<file path="src/rtl/canvas_pkg.sv">
// Shared constants, opcodes, command field positions and FSM state type for the canvas
// command controller.
package canvas_pkg;

    localparam int unsigned CANVAS_COLS = 512;
    localparam int unsigned CANVAS_ROWS = 256;
    localparam int unsigned COL_W       = $clog2(CANVAS_COLS);
    localparam int unsigned ROW_W       = $clog2(CANVAS_ROWS);
    // One extra bit so a full-width / full-height fill can count to its limit.
    localparam int unsigned XCNT_W      = COL_W + 1;
    localparam int unsigned YCNT_W      = ROW_W + 1;

    localparam int unsigned PIX_W       = 8;
    localparam int unsigned SCROLL_X_W  = 10;
    localparam int unsigned SCROLL_Y_W  = 9;
    localparam int unsigned PAL_ADDR_W  = 8;
    localparam int unsigned PAL_DATA_W  = 12;

    localparam logic [3:0] OP_NOP          = 4'h0;
    localparam logic [3:0] OP_SET_CURSOR   = 4'h1;
    localparam logic [3:0] OP_WRITE_PIXEL  = 4'h2;
    localparam logic [3:0] OP_SET_SCROLL_X = 4'h3;
    localparam logic [3:0] OP_SET_SCROLL_Y = 4'h4;
    localparam logic [3:0] OP_SET_PALETTE  = 4'h5;
    localparam logic [3:0] OP_FILL         = 4'h6;

    localparam int unsigned F_OP_LSB       = 28;
    localparam int unsigned F_COL_LSB      = 16;
    localparam int unsigned F_HGT_LSB      = 8;
    localparam int unsigned F_ROW_LSB      = 0;
    localparam int unsigned F_PIX_LSB      = 0;
    localparam int unsigned F_PAL_ADDR_LSB = 12;
    localparam int unsigned F_PAL_DATA_LSB = 0;

    typedef enum logic [0:0] {
        StIdle,
        StFill
    } ctrl_state_e;

    function automatic logic [3:0] cmd_opcode(input logic [31:0] cmd);
        return cmd[F_OP_LSB +: 4];
    endfunction

endpackage

</file>
<file path="src/rtl/canvas_addr_gen.sv">
// Cursor register with wrap-around advance and, when CANVAS_CMD_FILL_EN is defined,
// the fill raster counters that generate wrapped pixel addresses.
module canvas_addr_gen
    import canvas_pkg::*;
(
    input  logic             i_clk,
    input  logic             i_rst,
    input  logic             i_set_cursor,
    input  logic [COL_W-1:0] i_col,
    input  logic [ROW_W-1:0] i_row,
    input  logic             i_advance,
`ifdef CANVAS_CMD_FILL_EN
    input  logic             i_fill_start,
    input  logic [COL_W-1:0] i_fill_w,
    input  logic [ROW_W-1:0] i_fill_h,
    input  logic             i_fill_step,
    output logic [COL_W-1:0] o_fill_col,
    output logic [ROW_W-1:0] o_fill_row,
    output logic             o_fill_last,
`endif
    output logic [COL_W-1:0] o_cur_col,
    output logic [ROW_W-1:0] o_cur_row
);

    logic [COL_W-1:0] col_q;
    logic [ROW_W-1:0] row_q;

    always_ff @(posedge i_clk or posedge i_rst) begin
        if (i_rst) begin
            col_q <= '0;
            row_q <= '0;
        end else if (i_set_cursor) begin
            col_q <= i_col;
            row_q <= i_row;
        end else if (i_advance) begin
            col_q <= col_q + COL_W'(1);
            if (col_q == COL_W'(CANVAS_COLS - 1)) begin
                row_q <= row_q + ROW_W'(1);
            end
        end
    end

    assign o_cur_col = col_q;
    assign o_cur_row = row_q;

`ifdef CANVAS_CMD_FILL_EN
    logic [XCNT_W-1:0] x_q;
    logic [YCNT_W-1:0] y_q;
    logic [XCNT_W-1:0] w_q;
    logic [YCNT_W-1:0] h_q;
    logic              x_end;

    assign x_end = (x_q + XCNT_W'(1)) == w_q;

    always_ff @(posedge i_clk or posedge i_rst) begin
        if (i_rst) begin
            x_q <= '0;
            y_q <= '0;
            w_q <= '0;
            h_q <= '0;
        end else if (i_fill_start) begin
            x_q <= '0;
            y_q <= '0;
            w_q <= {1'b0, i_fill_w} + XCNT_W'(1);
            h_q <= {1'b0, i_fill_h} + YCNT_W'(1);
        end else if (i_fill_step) begin
            if (x_end) begin
                x_q <= '0;
                y_q <= y_q + YCNT_W'(1);
            end else begin
                x_q <= x_q + XCNT_W'(1);
            end
        end
    end

    // Native 9/8-bit overflow gives the modulo-canvas wrap.
    assign o_fill_col  = col_q + x_q[COL_W-1:0];
    assign o_fill_row  = row_q + y_q[ROW_W-1:0];
    assign o_fill_last = x_end && ((y_q + YCNT_W'(1)) == h_q);
`endif

endmodule

</file>
<file path="src/rtl/canvas_cmd_ctrl.sv">
// Canvas command controller: handshake, opcode decode, FSM and registered canvas outputs.
// Define CANVAS_CMD_FILL_EN to include the rectangular FILL command and FILL state.
module canvas_cmd_ctrl
    import canvas_pkg::*;
(
    input  logic                  i_cmd_clk,
    input  logic                  i_rst,
    input  logic                  i_cmd_valid,
    input  logic [31:0]           i_cmd_data,
    output logic                  o_cmd_ready,
    output logic                  o_busy,
    output logic                  o_fb_we,
    output logic [COL_W-1:0]      o_fb_col,
    output logic [ROW_W-1:0]      o_fb_row,
    output logic [PIX_W-1:0]      o_fb_data,
    output logic [SCROLL_X_W-1:0] o_scroll_x,
    output logic [SCROLL_Y_W-1:0] o_scroll_y,
    output logic                  o_pal_we,
    output logic [PAL_ADDR_W-1:0] o_pal_addr,
    output logic [PAL_DATA_W-1:0] o_pal_data
);

    logic                  accept;
    logic [3:0]            opcode;
    logic                  set_cursor;
    logic                  advance;
    logic [COL_W-1:0]      cur_col;
    logic [ROW_W-1:0]      cur_row;
    logic                  unused_cmd_bits;

    logic                  ready_q, ready_d;
    logic                  fb_we_q, fb_we_d;
    logic [COL_W-1:0]      fb_col_q, fb_col_d;
    logic [ROW_W-1:0]      fb_row_q, fb_row_d;
    logic [PIX_W-1:0]      fb_data_q, fb_data_d;
    logic [SCROLL_X_W-1:0] scroll_x_q, scroll_x_d;
    logic [SCROLL_Y_W-1:0] scroll_y_q, scroll_y_d;
    logic                  pal_we_q, pal_we_d;
    logic [PAL_ADDR_W-1:0] pal_addr_q, pal_addr_d;
    logic [PAL_DATA_W-1:0] pal_data_q, pal_data_d;

`ifdef CANVAS_CMD_FILL_EN
    ctrl_state_e           state_q, state_d;
    logic                  busy_q, busy_d;
    logic                  last_q, last_d;
    logic [PIX_W-1:0]      fill_colour_q, fill_colour_d;
    logic                  fill_start;
    logic                  fill_step;
    logic [COL_W-1:0]      fill_col;
    logic [ROW_W-1:0]      fill_row;
    logic                  fill_last;
`endif

    assign accept          = i_cmd_valid && ready_q;
    assign opcode          = cmd_opcode(i_cmd_data);
    assign unused_cmd_bits = ^i_cmd_data[27:25];

    canvas_addr_gen u_addr_gen (
        .i_clk        (i_cmd_clk),
        .i_rst        (i_rst),
        .i_set_cursor (set_cursor),
        .i_col        (i_cmd_data[F_COL_LSB +: COL_W]),
        .i_row        (i_cmd_data[F_ROW_LSB +: ROW_W]),
        .i_advance    (advance),
`ifdef CANVAS_CMD_FILL_EN
        .i_fill_start (fill_start),
        .i_fill_w     (i_cmd_data[F_COL_LSB +: COL_W]),
        .i_fill_h     (i_cmd_data[F_HGT_LSB +: ROW_W]),
        .i_fill_step  (fill_step),
        .o_fill_col   (fill_col),
        .o_fill_row   (fill_row),
        .o_fill_last  (fill_last),
`endif
        .o_cur_col    (cur_col),
        .o_cur_row    (cur_row)
    );

    always_comb begin
        ready_d    = 1'b1;
        fb_we_d    = 1'b0;
        fb_col_d   = fb_col_q;
        fb_row_d   = fb_row_q;
        fb_data_d  = fb_data_q;
        scroll_x_d = scroll_x_q;
        scroll_y_d = scroll_y_q;
        pal_we_d   = 1'b0;
        pal_addr_d = pal_addr_q;
        pal_data_d = pal_data_q;
        set_cursor = 1'b0;
        advance    = 1'b0;
`ifdef CANVAS_CMD_FILL_EN
        state_d       = state_q;
        busy_d        = busy_q;
        last_d        = last_q;
        fill_colour_d = fill_colour_q;
        fill_start    = 1'b0;
        fill_step     = 1'b0;
        if (state_q == StFill) begin
            ready_d = 1'b0;
            // One trailing cycle after the last write keeps occupancy at W*H+1.
            if (last_q) begin
                state_d = StIdle;
                ready_d = 1'b1;
                busy_d  = 1'b0;
                last_d  = 1'b0;
            end else begin
                fb_we_d   = 1'b1;
                fb_col_d  = fill_col;
                fb_row_d  = fill_row;
                fb_data_d = fill_colour_q;
                fill_step = 1'b1;
                last_d    = fill_last;
            end
        end else
`endif
        if (accept) begin
            case (opcode)
                OP_SET_CURSOR:   set_cursor = 1'b1;
                OP_WRITE_PIXEL: begin
                    fb_we_d   = 1'b1;
                    fb_col_d  = cur_col;
                    fb_row_d  = cur_row;
                    fb_data_d = i_cmd_data[F_PIX_LSB +: PIX_W];
                    advance   = 1'b1;
                end
                OP_SET_SCROLL_X: scroll_x_d = i_cmd_data[SCROLL_X_W-1:0];
                OP_SET_SCROLL_Y: scroll_y_d = i_cmd_data[SCROLL_Y_W-1:0];
                OP_SET_PALETTE: begin
                    pal_we_d   = 1'b1;
                    pal_addr_d = i_cmd_data[F_PAL_ADDR_LSB +: PAL_ADDR_W];
                    pal_data_d = i_cmd_data[F_PAL_DATA_LSB +: PAL_DATA_W];
                end
`ifdef CANVAS_CMD_FILL_EN
                OP_FILL: begin
                    state_d       = StFill;
                    ready_d       = 1'b0;
                    busy_d        = 1'b1;
                    fill_start    = 1'b1;
                    fill_colour_d = i_cmd_data[F_PIX_LSB +: PIX_W];
                end
`endif
                default: ;
            endcase
        end
    end

    always_ff @(posedge i_cmd_clk or posedge i_rst) begin
        if (i_rst) begin
            ready_q    <= 1'b0;
            fb_we_q    <= 1'b0;
            fb_col_q   <= '0;
            fb_row_q   <= '0;
            fb_data_q  <= '0;
            scroll_x_q <= '0;
            scroll_y_q <= '0;
            pal_we_q   <= 1'b0;
            pal_addr_q <= '0;
            pal_data_q <= '0;
        end else begin
            ready_q    <= ready_d;
            fb_we_q    <= fb_we_d;
            fb_col_q   <= fb_col_d;
            fb_row_q   <= fb_row_d;
            fb_data_q  <= fb_data_d;
            scroll_x_q <= scroll_x_d;
            scroll_y_q <= scroll_y_d;
            pal_we_q   <= pal_we_d;
            pal_addr_q <= pal_addr_d;
            pal_data_q <= pal_data_d;
        end
    end

`ifdef CANVAS_CMD_FILL_EN
    always_ff @(posedge i_cmd_clk or posedge i_rst) begin
        if (i_rst) begin
            state_q       <= StIdle;
            busy_q        <= 1'b0;
            last_q        <= 1'b0;
            fill_colour_q <= '0;
        end else begin
            state_q       <= state_d;
            busy_q        <= busy_d;
            last_q        <= last_d;
            fill_colour_q <= fill_colour_d;
        end
    end

    assign o_busy = busy_q;
`else
    assign o_busy = 1'b0;
`endif

    assign o_cmd_ready = ready_q;
    assign o_fb_we     = fb_we_q;
    assign o_fb_col    = fb_col_q;
    assign o_fb_row    = fb_row_q;
    assign o_fb_data   = fb_data_q;
    assign o_scroll_x  = scroll_x_q;
    assign o_scroll_y  = scroll_y_q;
    assign o_pal_we    = pal_we_q;
    assign o_pal_addr  = pal_addr_q;
    assign o_pal_data  = pal_data_q;

endmodule

</file>
<file path="config.mk">
export PLATFORM = sky130hd
export DESIGN_NAME = canvas_cmd_ctrl
export DESIGN_NICKNAME = d
export VERILOG_FILES = /design/src/rtl/canvas_pkg.sv /design/src/rtl/canvas_addr_gen.sv /design/src/rtl/canvas_cmd_ctrl.sv
export SDC_FILE = /design/constraint.sdc
export NUM_CORES = 1
export LEC_CHECK = 0
export CAP_MARGIN = 15
export CORE_ASPECT_RATIO = 0.8
export CORE_MARGIN = 5
export CORE_UTILIZATION = 40
export DETAILED_ROUTE_END_ITERATION = 12
export PLACE_DENSITY = 0.77
export SLEW_MARGIN = 20
export SYNTH_ARGS = -nofsm -noshare
export SYNTH_HDL_FRONTEND = slang
export SYNTH_SLANG_ARGS = --single-unit
export TNS_END_PERCENT = 30
</file>
<file path="constraint.sdc">
create_clock -name i_cmd_clk -period 8.8 [get_ports i_cmd_clk]
set_input_delay 2.64 -clock i_cmd_clk [delete_from_list [all_inputs] [get_ports i_cmd_clk]]
set_output_delay 2.64 -clock i_cmd_clk [all_outputs]
set_load 0.05 [all_outputs]
</file>
==> Yosys cells after proc, flatten, opt, wreduce, memory -nomap -nowiden <==
Cells that the tools add are included.
{ "totals": {"word_cells": 39, "latchBits": 0, "ram_bits": 0, "n_memories": 0, "inputBits": 35, "register_bits": 84, "mem_bits_ro": 0} }
{ "classes": {"muxes": 11, "div": 0, "addsub": 2, "eq_ne": 6, "magnitude_cmp": 0, "multipliers": 0, "bitwise": 0, "n_reduce_logical": 8, "shift": 0} }
{ "op_table": {"columns": ["operator", "count"], "rows": [
  ["$mux 8", 3],
  ["$mux 9", 2],
  ["$reduce_and 2->1", 5],
  ["$add 9x1->9 const B", 1],
  ["$eq 9x9->1 const B", 1],
  ["$add 8x1->8 const B", 1],
  ["$eq 4x2->1 const B", 2],
  ["$eq 4x3->1 const B", 2],
  ["$mux 1", 6],
  ["$eq 4x1->1 const B", 1],
  ["$reduce_bool 2->1", 2],
  ["$logic_and 1x1->1", 1]
]} }

==> Logic depth before layout (Yosys ltp) <==
{ "logic_depth": {"depth_word": 5, "depth_mapped": 10, "ltp_nobuf": 9} }

==> Hierarchy <==
From an unflattened synthesis, not the netlist that was laid out.
{ "unflattened": {"cells_unflattened": 254, "area_unflattened_um2": 3573.4} }
{ "by_module_without_submodules": {"columns": ["module", "cells_per_inst", "seq_area_each_um2", "instances", "area_each_um2"], "rows": [
  ["canvas_cmd_ctrl", 151, 1676.6, 1, 2632.5],
  ["canvas_addr_gen", 103, 425.4, 1, 940.9]
]} }

==> Worst setup path before layout <==
OpenSTA, ideal clock, no wires.
{ "synth_path": {"path_kind": "input -> register", "startpoint": "in i_cmd_data[31]", "endpoint": "reg u_addr_gen.col_q[5], in the netlist u_addr_gen.o_cur_col[5]", "path_stages": 5, "setup_slack_ns": 4.694, "setup_ns": 0.126, "required_time_ns": 8.674, "arrival_ns": 3.980, "n_path_buf": 0, "cell_sequence": "nand3b_4 -> or4b_4 -> clkinv_2 -> mux2_2 -> a221o_1"} }
{ "synth_between": {"elab_chain_len": 4, "word_cells_on_any_way": 8, "classes_between": "2 x eq/ne; 5 x mux; 1 x reduce/logical"} }
{ "synth_rtl": {"columns": ["item", "line_no", "text"], "rows": [
  ["from (decl)", "canvas_cmd_ctrl.sv:9", "input logic [31:0] i_cmd_data,"],
  ["$eq 4x1->1 / $eq 4x2->1 (equally long branches)", "canvas_cmd_ctrl.sv:117", "case (opcode)"],
  ["$mux 1", "canvas_cmd_ctrl.sv:117", null],
  ["$mux 1", "canvas_cmd_ctrl.sv:116", "if (accept) begin"],
  ["$mux 9 / $reduce_bool 2->1 (equally long branches)", null, null],
  ["to (signal assigned)", "canvas_addr_gen.sv:33", "col_q <= i_col;"],
  ["to (signal assigned)", "canvas_addr_gen.sv:36", "col_q <= col_q + COL_W'(1);"],
  ["to (decl)", "canvas_addr_gen.sv:25", "logic [COL_W-1:0] col_q;"]
]} }
Several ways; a longest one is shown, not always the timed one.
A chain may end at the register's enable or synchronous reset.

==> Worst setup path after layout <==
{ "layout_path": {"startpoint": "in i_cmd_valid", "endpoint": "reg u_addr_gen.col_q[5], in the netlist u_addr_gen.o_cur_col[5]"} }
{ "layout_between": {"elab_chain_len": 3, "word_cells_on_any_way": 5, "classes_between": "3 x mux; 2 x reduce/logical"} }
{ "layout_rtl": {"columns": ["item", "line_no", "text"], "rows": [
  ["from (decl)", "canvas_cmd_ctrl.sv:8", "input logic i_cmd_valid,"],
  ["$logic_and 1x1->1 *", "canvas_cmd_ctrl.sv:54", "assign accept = i_cmd_valid && ready_q;"],
  ["$mux 1", "canvas_cmd_ctrl.sv:116", null],
  ["$mux 9 / $reduce_bool 2->1 (equally long branches)", null, null]
]} }
Every way passes the cells marked *; elsewhere a longest branch is shown, timed or not.

==> results.toml <==
[final_layout]
drive_gt1_share_pct = 16.5
final_nets = 438
antenna_cells = 0
fill_cells = 756
seq_area_um2 = 2100
syn2layout_area_growth_pct = 35.9
multi_input_area_um2 = 1340
final_cell_area_um2 = 4810

[floorplan]
rows = 30
core_area_um2 = 8560
die_x_um = 115
die_h_um = 94.1
io_pins = 103
start_util_pct = 41.4
dieArea_um2 = 10800

[clock_tree]
cts_root_buf = "clkbuf_8"
cts_sinks = 84
cts_setup_buffers = 0
htreeDepth = 3
clkLatencyLatePin_ns = 0.36
clock_path_buffers = 2
post_cts_resized = 0
cts_buffers = 9
cts_tree = "done"
clk_pin_slew_ns = 0.09
cts_hold_buf = 0

[critical_path]
timing.rr.start = "u_addr_gen.o_cur_col[0]"
crit_required_ns = 9.04
worst-path-max-fanout = 39
crit_family = "buffers and inverters"
cp-end-kind = "register"
cp.buffers_inverters = 2
slowest_stage = "or4b_4"
worst_path_largest_cell_delay_ns = 0.72
setup.worst_path.start = "i_cmd_valid"
worstSetupPathType = "primary input to register"
startpoint_type = "primary input"
worstPathArrival_ns = 5.08
path_cells = "clkdlybuf4s50_1 -> nand3b_4 -> or4b_4 -> clkinv_2 -> mux2_2 -> a221o_1"

[grt]
grt_overflow_total = 0
grt_max_degree = 85
grt_usage_pct = 16.5
grt_pass1_wl_um = 13800
grt_pass1_vias = 2704
antenna_found_initial = 0

[synth]
ys_types = 36
synth_edf_count = 0
yosysMostFrequentCell = "dfrtp_1"
synth_flop_cell = "dfrtp_1"
yosysTopAreaCellShare_pct = 59.4
synthesis.nets = 343
mappedNetlistArea_um2 = 3540
yosys-top-cells-area = "dfrtp_1, mux2_2, nand2_1, mux2i_1, a221o_1"
syn_avg_cell_area_um2 = 11.6
synth_commonest_cells = "dfrtp_1, nand2_1, mux2_2"
yosys_warnings = 0
ys_seq_area_share_pct = 59.4
async_flop_share_pct = 100
ys_ff_latch = 84
yosys.area.top_type = "dfrtp_1"
syn_inst = 305

[power_and_ir_drop]
p_switching_mw = 0.471
clkPwrFrac_pct = 23.4
leakagePower_nw = 2.18
pwr-share-comb_pct = 35.0
p_per_area_nw_per_um2 = 255
seqPwrFrac_pct = 41.6
ir_drop_mv = 0.134
p_int_mw = 0.754
netSwitchingFraction_pct = 38.5

[timing]
rsz0062_at_grt = "false"
tightest_slew_ns = 0.996
finalSetupViolCount = 0
tns_ns = 0
slew_headroom_pct = 33.2
fmax_mhz = 207
period_share_pct = 54.9
clock_skew_ns = 0.0139
period_needed_ns = 4.84
maxSlewViolCount = 0
hold_violations = 0

[place]
gp_congestion = 0.798
io_buffers = 98
placed_cell_area_um2 = 4590
hpwl_um = 5910

[routing]
drcViolationCount = 0
ant_nets = 0
vias = 2644
drtPass1Iterations = 4
via_per_inst = 5.11
wirelength_um = 8550
drt_iter0_drc = 86
avgRoutedWirePerCell_um = 16.5

[run]
max_cap_violations = 0

[status]
status = "finished, final reports clean"

[hold_path]
hp-class = "register to register"
min_from = "o_fb_col[6]"
metrics by stage:
stage	util, %	instances	worst slack (ns)	power, mW	hold WS [ns]
after global placement	53.7	501	3.60	0.938	0.461
after CTS	56.1	517	3.96	1.24	0.485
after floorplan	-	305	3.99	0.786	0.463
after detailed placement	53.7	501	3.58	0.949	0.464
final	56.2	517	3.96	1.23	0.480
after global routing	56.2	517	3.85	1.28	0.507
routing by layer:
metal / up-vias / routed length (um) / global-route usage (%)
met2: 84 / 4030 / 24.8
met5: - / 0 / 0
met4: 0 / 123 / 4.69
met1: 1303 / 3700 / 21.3
met3: 14 / 700 / 7.79
li1: 1243 / - / -
power by group through the flow:
stage	Combinational, mW	Sequential (mW)	Clock, mW
floorplan	0.0836	0.702	0
global placement	0.426	0.512	0
detailed placement	0.431	0.517	0
CTS	0.433	0.510	0.294
global route	0.451	0.520	0.313
finish	0.429	0.510	0.287
flip-flops by register name (all words and copies together) (netlist names):
register	cells
o_fb_col	9
o_scroll_y	9
u_addr_gen.o_cur_col	9
o_pal_we	1
u_addr_gen.o_cur_row	8
o_fb_data	8
o_scroll_x	10
o_fb_we	1
o_pal_addr	8
o_pal_data	12
o_cmd_ready	1
o_fb_row	8
cell type report:
| cell class | count | share of cell area (%) |
|---|---|---|
| Clock buffer | 10 | 2.86 |
| Timing Repair Buffer | 99 | 20.6 |
| Tap cell | 112 | 2.91 |
| Clock inverter | 6 | 1.48 |
| Sequential cell | 84 | 43.7 |
| Multi-Input combinational cell | 199 | 27.8 |
| Inverter | 7 | 0.598 |
cell families (layout without fill, tap and decap cells):
family,count (synthesis),count (layout),synth area share [%]
muxes,49,49,15.3
DFF,84,84,59.4
other,2,2,0.212
buffers and inverters,22,122,2.93
adders and majority gates,3,3,1.06
and+or+nand+nor,118,118,15.6
xor gates and xnor gates,1,1,0.247
AOI/OAI and AO/OA,26,26,5.30
worst register-to-register path, delay by kind of cell, from the launching register on:
family                     cells  cell delay [ns]
DFF                            1             0.42
muxes                          1             0.41
adders and majority gates      2             0.40
and+or+nand+nor                5             1.40
AOI/OAI and AO/OA              1             0.28
final timing paths:
check,end,depth (start not counted),slack [ns]
worst min-delay path,o_fb_col[6],2,0.48
min in group asynchronous,o_pal_addr[2],3,2.77
worst max-delay path,u_addr_gen.o_cur_col[5],6,3.96
worst max register to register,u_addr_gen.o_cur_row[5],9,5.78
worst min register to register,o_fb_col[6],2,0.48
max in group asynchronous,o_scroll_y[6],3,5.46
placed cells by master (no fill, tap or decap), types with 2 or more instances in the layout:
cell type,Yosys,final
clkdlybuf4s50_1,0,98
dfrtp_1,84,84
nand2_1,78,78
mux2_2,41,41
clkbuf_8,0,10
o21ai_0,9,9
mux2i_1,8,8
nor2_1,8,8
a221o_1,7,7
nor3_1,7,7
nand3_1,7,6
a22oi_1,5,5
inv_1,6,5
clkinv_2,1,3
nor4_1,3,3
ha_1,3,3
nand3b_1,2,2
nor3b_1,2,2
and3_1,2,2
or2_2,2,2
conb_1,2,2
Note: power is estimated with default switching activity, not from simulation.
